[src/rtl/otter_pkg.sv]
// otter_pkg: types and constants shared by the OTTER pipeline hazard logic.
//   opcode_t  - RV32I major opcodes (instruction bits [6:0])
//   fwd_sel_t - EX operand bypass source encoding
//   tag_t     - in-flight producer tag {valid, rd, is_load}
//   NOP       - canonical bubble instruction (addi x0,x0,0)
package otter_pkg;

  typedef enum logic [6:0] {
    LUI    = 7'b0110111,
    AUIPC  = 7'b0010111,
    JAL    = 7'b1101111,
    JALR   = 7'b1100111,
    BRANCH = 7'b1100011,
    LOAD   = 7'b0000011,
    STORE  = 7'b0100011,
    OP_IMM = 7'b0010011,
    OP     = 7'b0110011,
    SYSTEM = 7'b1110011
  } opcode_t;

  typedef enum logic [1:0] {
    FWD_RF  = 2'b00,
    FWD_MEM = 2'b01,
    FWD_WB  = 2'b10
  } fwd_sel_t;

  typedef struct packed {
    logic       valid;
    logic [4:0] rd;
    logic       is_load;
  } tag_t;

  localparam tag_t        TAG_NONE = '{valid: 1'b0, rd: 5'd0, is_load: 1'b0};
  localparam logic [31:0] NOP      = 32'h00000013;

  // A source only hits a tag when the consumer really reads it (live)
  // and the tag names a real producer of that register.
  function automatic logic tag_hit(input tag_t t, input logic [4:0] src, input logic live);
    return live && t.valid && (t.rd == src);
  endfunction

endpackage

[src/rtl/src_use_decode.sv]
// src_use_decode: classifies an opcode by which register fields it uses.
//   opcode    in  7  instruction bits [6:0]
//   uses_rs1  out 1  instruction reads rs1
//   uses_rs2  out 1  instruction reads rs2
//   writes_rd out 1  instruction writes rd (rd=x0 filtering is left to the caller)
//   is_load   out 1  instruction is a load (result only available after MEM)
module src_use_decode
  import otter_pkg::*;
(
  input  logic [6:0] opcode,
  output logic       uses_rs1,
  output logic       uses_rs2,
  output logic       writes_rd,
  output logic       is_load
);

  always_comb begin
    uses_rs1  = 1'b0;
    uses_rs2  = 1'b0;
    writes_rd = 1'b0;
    is_load   = 1'b0;
    case (opcode)
      LUI, AUIPC, JAL: writes_rd = 1'b1;
      JALR: begin
        uses_rs1  = 1'b1;
        writes_rd = 1'b1;
      end
      BRANCH, STORE: begin
        uses_rs1 = 1'b1;
        uses_rs2 = 1'b1;
      end
      LOAD: begin
        uses_rs1  = 1'b1;
        writes_rd = 1'b1;
        is_load   = 1'b1;
      end
      OP_IMM: begin
        uses_rs1  = 1'b1;
        writes_rd = 1'b1;
      end
      OP: begin
        uses_rs1  = 1'b1;
        uses_rs2  = 1'b1;
        writes_rd = 1'b1;
      end
      SYSTEM:  uses_rs1 = 1'b1;
      default: ;
    endcase
  end

endmodule

[src/rtl/fwd_hazard_unit.sv]
// fwd_hazard_unit: forwarding select generation and load-use interlock for
// the 5-stage OTTER pipeline. Tracks producers in a private EX/MEM/WB tag
// pipeline and compares them against the instruction in ID.
//   clk, rst           clock, synchronous active-high reset
//   dec_ir, dec_valid  instruction in ID and its valid flag
//   flush              taken branch/jump in EX, kills the ID instruction
//   rs1_fwd_sel        registered EX operand A source (00 RF, 01 MEM, 10 WB)
//   rs2_fwd_sel        registered EX operand B source
//   pc_write, reg_en   PC / IF-ID enables (low while stalling)
//   clear              bubble into ID/EX (stall or flush)
//   stall              interlock active this cycle
//   stall_cycles       saturating stall-cycle counter (CNT_W bits)
// Build option: define FWD_WB_EN to enable forwarding from WB (select 10).
// Without it a MEM-stage producer stalls one cycle and the register file
// supplies the value afterwards.
module fwd_hazard_unit
  import otter_pkg::*;
#(
  parameter int CNT_W = 16
) (
  input  logic             clk,
  input  logic             rst,
  input  logic [31:0]      dec_ir,
  input  logic             dec_valid,
  input  logic             flush,
  output logic [1:0]       rs1_fwd_sel,
  output logic [1:0]       rs2_fwd_sel,
  output logic             pc_write,
  output logic             reg_en,
  output logic             clear,
  output logic             stall,
  output logic [CNT_W-1:0] stall_cycles
);

  logic [4:0] rs1, rs2, rd;
  logic       uses_rs1, uses_rs2, writes_rd, dec_is_load;
  logic       rs1_live, rs2_live;
  logic       rs1_ex, rs2_ex, rs1_mem, rs2_mem;
  logic       load_use, hazard, stall_int;
  tag_t       dec_tag, ex_tag, mem_tag, wb_tag;
  fwd_sel_t   rs1_sel_q, rs2_sel_q;
  logic       unused_bits;

  assign rs1 = dec_ir[19:15];
  assign rs2 = dec_ir[24:20];
  assign rd  = dec_ir[11:7];

  src_use_decode u_src_use_decode (
    .opcode    (dec_ir[6:0]),
    .uses_rs1  (uses_rs1),
    .uses_rs2  (uses_rs2),
    .writes_rd (writes_rd),
    .is_load   (dec_is_load)
  );

  // x0 and unused fields never match; bubbles never read anything.
  assign rs1_live = dec_valid && uses_rs1 && (rs1 != 5'd0);
  assign rs2_live = dec_valid && uses_rs2 && (rs2 != 5'd0);

  always_comb begin
    dec_tag         = TAG_NONE;
    dec_tag.valid   = dec_valid && writes_rd && (rd != 5'd0);
    dec_tag.rd      = rd;
    dec_tag.is_load = dec_is_load;
  end

  assign rs1_ex  = tag_hit(ex_tag,  rs1, rs1_live);
  assign rs2_ex  = tag_hit(ex_tag,  rs2, rs2_live);
  assign rs1_mem = tag_hit(mem_tag, rs1, rs1_live);
  assign rs2_mem = tag_hit(mem_tag, rs2, rs2_live);

  // A load in EX has no data yet: the consumer must wait one cycle.
  assign load_use = ex_tag.is_load && (rs1_ex || rs2_ex);

`ifdef FWD_WB_EN
  assign hazard = load_use;
`else
  // A MEM match shadowed by a nearer EX match is served by the MEM bypass,
  // so only an uncovered MEM match needs the extra cycle.
  assign hazard = load_use || (rs1_mem && !rs1_ex) || (rs2_mem && !rs2_ex);
`endif

  // Flush wins over stall: the consumer is being killed anyway.
  assign stall_int = hazard && !flush && !rst;
  assign stall     = stall_int;
  assign pc_write  = !stall_int;
  assign reg_en    = !stall_int;
  assign clear     = !rst && (flush || stall_int);

  function automatic fwd_sel_t pick_sel(input logic hit_ex, input logic hit_mem);
    if (hit_ex) return FWD_MEM;
`ifdef FWD_WB_EN
    if (hit_mem) return FWD_WB;
`else
    if (hit_mem) return FWD_RF;
`endif
    return FWD_RF;
  endfunction

  always_ff @(posedge clk) begin
    if (rst) begin
      ex_tag       <= TAG_NONE;
      mem_tag      <= TAG_NONE;
      wb_tag       <= TAG_NONE;
      rs1_sel_q    <= FWD_RF;
      rs2_sel_q    <= FWD_RF;
      stall_cycles <= '0;
    end else begin
      wb_tag  <= mem_tag;
      mem_tag <= ex_tag;
      if (stall_int || flush) begin
        ex_tag    <= TAG_NONE;
        rs1_sel_q <= FWD_RF;
        rs2_sel_q <= FWD_RF;
      end else begin
        ex_tag    <= dec_tag;
        rs1_sel_q <= pick_sel(rs1_ex, rs1_mem);
        rs2_sel_q <= pick_sel(rs2_ex, rs2_mem);
      end
      if (stall_int && (stall_cycles != {CNT_W{1'b1}})) begin
        stall_cycles <= stall_cycles + CNT_W'(1);
      end
    end
  end

  assign rs1_fwd_sel = rs1_sel_q;
  assign rs2_fwd_sel = rs2_sel_q;

  // WB tag is tracked for the issue logic but not consumed here.
  assign unused_bits = ^{dec_ir[31:25], dec_ir[14:12], wb_tag};

endmodule

[config.mk]
export PLATFORM = sky130hd
export DESIGN_NAME = fwd_hazard_unit
export DESIGN_NICKNAME = d
export VERILOG_FILES = /design/src/rtl/otter_pkg.sv /design/src/rtl/src_use_decode.sv /design/src/rtl/fwd_hazard_unit.sv
export SDC_FILE = /design/constraint.sdc
export NUM_CORES = 1
export LEC_CHECK = 0
export ABC_AREA = 1
export CAP_MARGIN = 40
export CORE_MARGIN = 4
export CORE_UTILIZATION = 25
export DETAILED_ROUTE_END_ITERATION = 16
export HOLD_SLACK_MARGIN = 0.08
export PLACE_DENSITY_LB_ADDON = 0.15
export SYNTH_ARGS = -nofsm -noshare
export SYNTH_HDL_FRONTEND = slang
export SYNTH_SLANG_ARGS = --single-unit
[constraint.sdc]
create_clock -name clk -period 2.8 [get_ports clk]
set_input_delay 0.56 -clock clk [delete_from_list [all_inputs] [get_ports clk]]
set_output_delay 0.56 -clock clk [all_outputs]
set_load 0.01 [all_outputs]
# [Word level (Yosys, flattened, before mapping)]
# Cells that the tools add are included.
[op_classes] multipliers=0 eq_ne=15 reduce_logical=37 div_mod_pow=0 add_sub_neg=1 n_bitwise=0 shift=0 order_cmp=0 mux=26
[op_table] op="$eq 7x7->1 const B" count=4
[op_table] op="$eq 7x6->1 const B" count=3
[op_table] op="$logic_and 1x1->1" count=21
[op_table] op="$eq 5x5->1" count=4
[op_table] op="$mux 1" count=18
[op_table] op="$add 16x1->16 const B" count=1
[op_table] op="$mux 2" count=8
[op_table] op="$ne 16x16->1 const B" count=1
[op_table] op="$reduce_bool 5->1" count=3
[op_table] op="$eq 7x5->1 const B" count=2
[op_table] op="$reduce_or 7->1" count=2
[op_table] op="$eq 7x2->1 const B" count=1
[op_table] op="$logic_not 1->1" count=5
[op_table] op="$logic_or 1x1->1" count=4
[op_table] op="$reduce_or 3->1" count=1
[op_table] op="$reduce_or 2->1" count=1
[word_totals] romBits=0 latch_bits=0 n_memories=0 ramBits=0 wordCells=87 out_inout_bits=24 regBits=33

# [Logic depth before layout (Yosys ltp)]
[depth] depth_word=21 depth_mapped=15 ltp_nobuf=14

# [Cells and area by module]
# Synthesis repeated with hierarchy kept, for this count alone.
[unflattened] hier_cells=363 area_unflattened_um2=2214.6
[by_module_without_submodules] module="fwd_hazard_unit" n_inst=1 cells_per_inst=333 area_per_inst_um2=2085.8 seq_area_each_um2=620.6
[by_module_without_submodules] module="src_use_decode" n_inst=1 cells_per_inst=30 area_per_inst_um2=128.9 seq_area_each_um2=0.0

# [Worst setup path after synthesis]
# OpenSTA, ideal clock, no wires.
[synth_path] path_kind="in2out" start="in dec_ir[1]" end="out reg_en" arrival_ns=1.758 n_path_buf=2 setup_slack_ns=0.482 required_ns=2.240 path_stages=11 path_cell_list="nand2_1 nor2_2 nand2_1 nor2_1 nand4_1 nand2_1 nand2_1 nand2_4 buf_4 nand2_1 buf_4"
[synth_between] elab_chain_cells=14 word_cells_on_any_way=34 classes_between="eq/ne: 7; mux: 2; reduce/logical: 25"
[synth_lines] item="from (decl)" line_no="fwd_hazard_unit.sv:23" source="input logic [31:0] dec_ir,"
[synth_lines] item="$eq 7x7->1 (tied with other cells)" line_no="src_use_decode.sv:22" source="case (opcode)"
[synth_lines] item="$reduce_or 7->1 (no source line) or $reduce_or 3->1 (tied branches)"
[synth_lines] item="$mux 1" line_no="src_use_decode.sv:22"
[synth_lines] item="$logic_and 1x1->1, on equally long branches (2 in a row)" line_no="fwd_hazard_unit.sv:57, fwd_hazard_unit.sv:58"
[synth_lines] item="$logic_and 1x1->1 (2 in a row)" line_no="otter_pkg.sv:39" source="return live && t.valid && (t.rd == src);"
[synth_lines] item="$logic_or 1x1->1 or $logic_not 1->1 (tied branches)" line_no="fwd_hazard_unit.sv:73, fwd_hazard_unit.sv:80"
[synth_lines] item="$logic_and 1x1->1, on equally long branches" line_no="fwd_hazard_unit.sv:73, fwd_hazard_unit.sv:80"
[synth_lines] item="$logic_or 1x1->1" line_no="fwd_hazard_unit.sv:80" source="assign hazard = load_use || (rs1_mem && !rs1_ex) || (rs2_mem && !rs2_ex);"
[synth_lines] item="$logic_or 1x1->1 *" line_no="fwd_hazard_unit.sv:80"
[synth_lines] item="$logic_and 1x1->1 * (2 in a row)" line_no="fwd_hazard_unit.sv:84" source="assign stall_int = hazard && !flush && !rst;"
[synth_lines] item="$logic_not 1->1 *"
[synth_lines] item="to (decl)" line_no="fwd_hazard_unit.sv:29" source="output logic reg_en,"
# Mark *: on every way between the ends. The rest lies on a longest branch, timed or not.

# [Worst setup path in the final report]
[layout_path] start="in dec_ir[0]" end="out stall"
[layout_between] elab_chain_cells=13 word_cells_on_any_way=33 classes_between="eq/ne: 7; mux: 2; reduce/logical: 24"
[layout_lines] item="$eq 7x7->1 (tied with other cells)" line_no="src_use_decode.sv:22"
[layout_lines] item="$reduce_or 7->1 (no source line) or $reduce_or 3->1 (tied branches)"
[layout_lines] item="$mux 1" line_no="src_use_decode.sv:22"
[layout_lines] item="$logic_and 1x1->1, on equally long branches (2 in a row)" line_no="fwd_hazard_unit.sv:57, fwd_hazard_unit.sv:58"
[layout_lines] item="$logic_and 1x1->1 (2 in a row)" line_no="otter_pkg.sv:39"
[layout_lines] item="$logic_or 1x1->1 or $logic_not 1->1 (tied branches)" line_no="fwd_hazard_unit.sv:73, fwd_hazard_unit.sv:80"
[layout_lines] item="$logic_and 1x1->1, on equally long branches" line_no="fwd_hazard_unit.sv:73, fwd_hazard_unit.sv:80"
[layout_lines] item="$logic_or 1x1->1" line_no="fwd_hazard_unit.sv:80"
[layout_lines] item="$logic_or 1x1->1 *" line_no="fwd_hazard_unit.sv:80"
[layout_lines] item="$logic_and 1x1->1 * (2 in a row)" line_no="fwd_hazard_unit.sv:84"
[layout_lines] item="to (decl)" line_no="fwd_hazard_unit.sv:31" source="output logic stall,"
# Marked as above.

==> results.cfg <==
[sta]
grt_setup_unrepaired = no
finalCritPeriodShare_pct = 93.8
finClkSkew_ps = 6.76
setup_tns_ps = 0
min_period_ps = 2630
slew_violations = 0
fmax_mhz = 381
final-hold-violation-count = 0
setup_viol = 0
hold_ws_ps = 449

[cells_and_area]
n_fill_cell = 932
fin_nets = 453
area_delta_synth_final_pct = 34.8
drive_gt1_share_pct = 14.6
antenna_cells = 0
design_area_mm2 = 0.00288
fin_cells = 522

[detailed_routing]
drtIter0Drc = 70
drc = 0
wl_mm = 5.55
dr_total_vias = 2203
wl_per_cell_um = 10.6
ant_nets = 0
dr.pass1.iters = 4
avgViaCountPerCell = 4.22

[synthesis]
synth_area_per_cell_um2 = 5.94
synth_edf_count = 0
yosysUniqueCellTypes = 26
ys_async_sr_fraction_pct = 0
synth.cell_area_mm2 = 0.00214
syn_inst = 360
synth_flop_cell = dfxtp_1
ys_seq_area_share_pct = 29.0
ys.warnings.count = 0
synth_seq_cells = 31

[clock_tree]
numCtsBuffers = 5
cts-root-buf = clkbuf_8
path_clk_slew_ps = 70
cts_num_sinks = 31
cts_tree = yes
clkLatencyLatePin_ps = 290
cts_hold_buffers = 0
h-tree-depth = 2
clock_path_buffers = 2

[floorplanning]
die_h_um = 100
num_rows = 33
fp.dieW_um = 100
initial_core_util_pct = 25.9
io_pins = 60
core_mm2 = 0.00826
dieArea_mm2 = 0.0101

[placed_design]
detailed_place_hpwl_mm = 4.28
routabilityCongestion = 0.800
place_area_mm2 = 0.00274
dpl.cell_count = 512
numPortBuffers = 47

[setup_path]
cp_cell_sequence = clkdlybuf4s50_1 > nand2_2 > nor2_4 > nand2_2 > nor2_2 > nand4_1 > nand2_1 > nand2_2 > nand2_4 > nand2_2 > inv_1 > buf_2
crit_top_cell = nand2_2
cp_max_fo = 4
worstPathArrival_ps = 2070
crit_path_end_kind = output port
slowest_delay_ps = 470
cp_slowest_cell = clkdlybuf4s50_1
crit_type = in2out
worstPathRequired_ps = 2240
startpoint_type = primary input

[power]
p_leak_nw = 1.37
powerDensity_mw_per_mm2 = 329
irDropWorstVdd_uv = 158

[hold_path]
hp-class = reg2reg

[grt]
grt_pass1_wl_mm = 9.23
antenna_found_initial = 0
grt_max_degree = 32
grt_pass1_vias = 2054
grt-ovfl-total = 0
grt_usage_pct = 11.2

[job]
maxCapViolCount = 0

[outcome]
status = complete, no violations
## state kept, by name, indices dropped and copies added (netlist names)
| register | cells |
|---|---|
| ex_tag | 7 |
| rs2_fwd_sel | 1 |
| mem_tag | 6 |
| rs1_fwd_sel | 1 |
| stall_cycles | 16 |
## cells in the final DEF, fill, tap and decap left out
| master | instances |
|---|---|
| a21oi_2 | 1 |
| buf_2 | 2 |
| buf_4 | 12 |
| clkbuf_2 | 2 |
| clkbuf_8 | 5 |
| clkdlybuf4s50_1 | 31 |
| clkinv_1 | 1 |
| clkinv_2 | 1 |
| clkinvlp_4 | 2 |
| conb_1 | 2 |
| dfxtp_1 | 31 |
| dlygate4sd2_1 | 3 |
| dlymetal6s2s_1 | 9 |
| ha_1 | 1 |
| inv_1 | 71 |
| inv_2 | 4 |
| nand2_1 | 102 |
| nand2_2 | 5 |
| nand2_4 | 1 |
| nand3_1 | 19 |
| nand3_2 | 14 |
| nand4_1 | 20 |
| nor2_1 | 48 |
| nor2_2 | 9 |
| nor2_4 | 1 |
| nor3_1 | 6 |
| nor4_1 | 2 |
| o21ai_0 | 2 |
| o21ai_1 | 2 |
| o21ai_2 | 2 |
| o311ai_0 | 1 |
| xnor2_1 | 5 |
## stage by stage
stage	setup slack, ps	util (%)	total power, mW
final	174	34.9	0.947
after global routing	50.2	34.9	0.996
after CTS	5.37	34.4	0.963
after detailed placement	-389	33.2	0.589
after global placement	-398	33.2	0.589
after floorplan	482	-	0.525
## synthesized netlist by cell type, types with 2 or more instances
cell type | count | share of area, %
nand2_1 | 106 | 19
buf_2 | 2 | 0.47
nand3_1 | 20 | 4.7
inv_1 | 74 | 13
nand4_1 | 20 | 5.9
clkbuf_1 | 3 | 0.53
nor2_2 | 4 | 1.2
nor3_1 | 6 | 1.4
dfxtp_1 | 31 | 29
buf_4 | 4 | 1.4
xnor2_1 | 5 | 2.0
nand3_2 | 13 | 6.1
nor2_1 | 54 | 9.5
nor4_1 | 2 | 0.59
o21ai_0 | 5 | 1.2
## worst paths after layout
kind                      endpoint  cells after the start  slack (ps)             from
setup / recovery             stall                     12         170        dec_ir[0]
hold / removal          mem_tag[6]                      2         450        ex_tag[6]
setup reg to reg  stall_cycles[10]                     10         790  stall_cycles[0]
hold reg to reg         mem_tag[6]                      2         450        ex_tag[6]
## layout make-up
| class | instances | area (um2) | area share (%) |
|---|---|---|---|
| clock inverter | 3 | 20.0 | 0.695 |
| clock buffer | 5 | 68.8 | 2.39 |
| inverter | 76 | 285 | 9.90 |
| timing repair buffer | 59 | 559 | 19.4 |
| tap | 105 | 131 | 4.56 |
| multi-input combinational | 243 | 1190 | 41.5 |
| sequential | 31 | 621 | 21.5 |
## power by group
part / switching, mW / internal, mW
sequential: 0.00413 / 0.446
clock: 0.193 / 0.173
combinational: 0.0720 / 0.0589
## worst max-delay path, delay by kind of cell
family | cells | cell delay (ps)
and+or+nand+nor | 9 | 880
buffers and inverters | 3 | 630
## metal layers
layer	GRT usage (%)	wire [um]
met1	15.7	2870
met2	17.3	2470
met3	2.21	128
met4	3.42	82
met5	0	0
## cells by family after synthesis
| kind of cell | after synthesis | synth area share (%) |
|---|---|---|
| adders and majority gates | 1 | 0.585 |
| xor gates and xnor gates | 5 | 2.05 |
| and+or+nand+nor | 227 | 48.7 |
| other | 1 | 0.175 |
| AOI/OAI and AO/OA | 8 | 2.22 |
| DFF | 31 | 29.0 |
| buffers and inverters | 87 | 17.2 |
## what timing repair did
item	CTS	global route
gates resized for setup	19	26
setup buffers	1	1
endpoints found under the setup margin	4	4
pin swaps	1	6
Note: power is estimated with default switching activity, not from simulation.
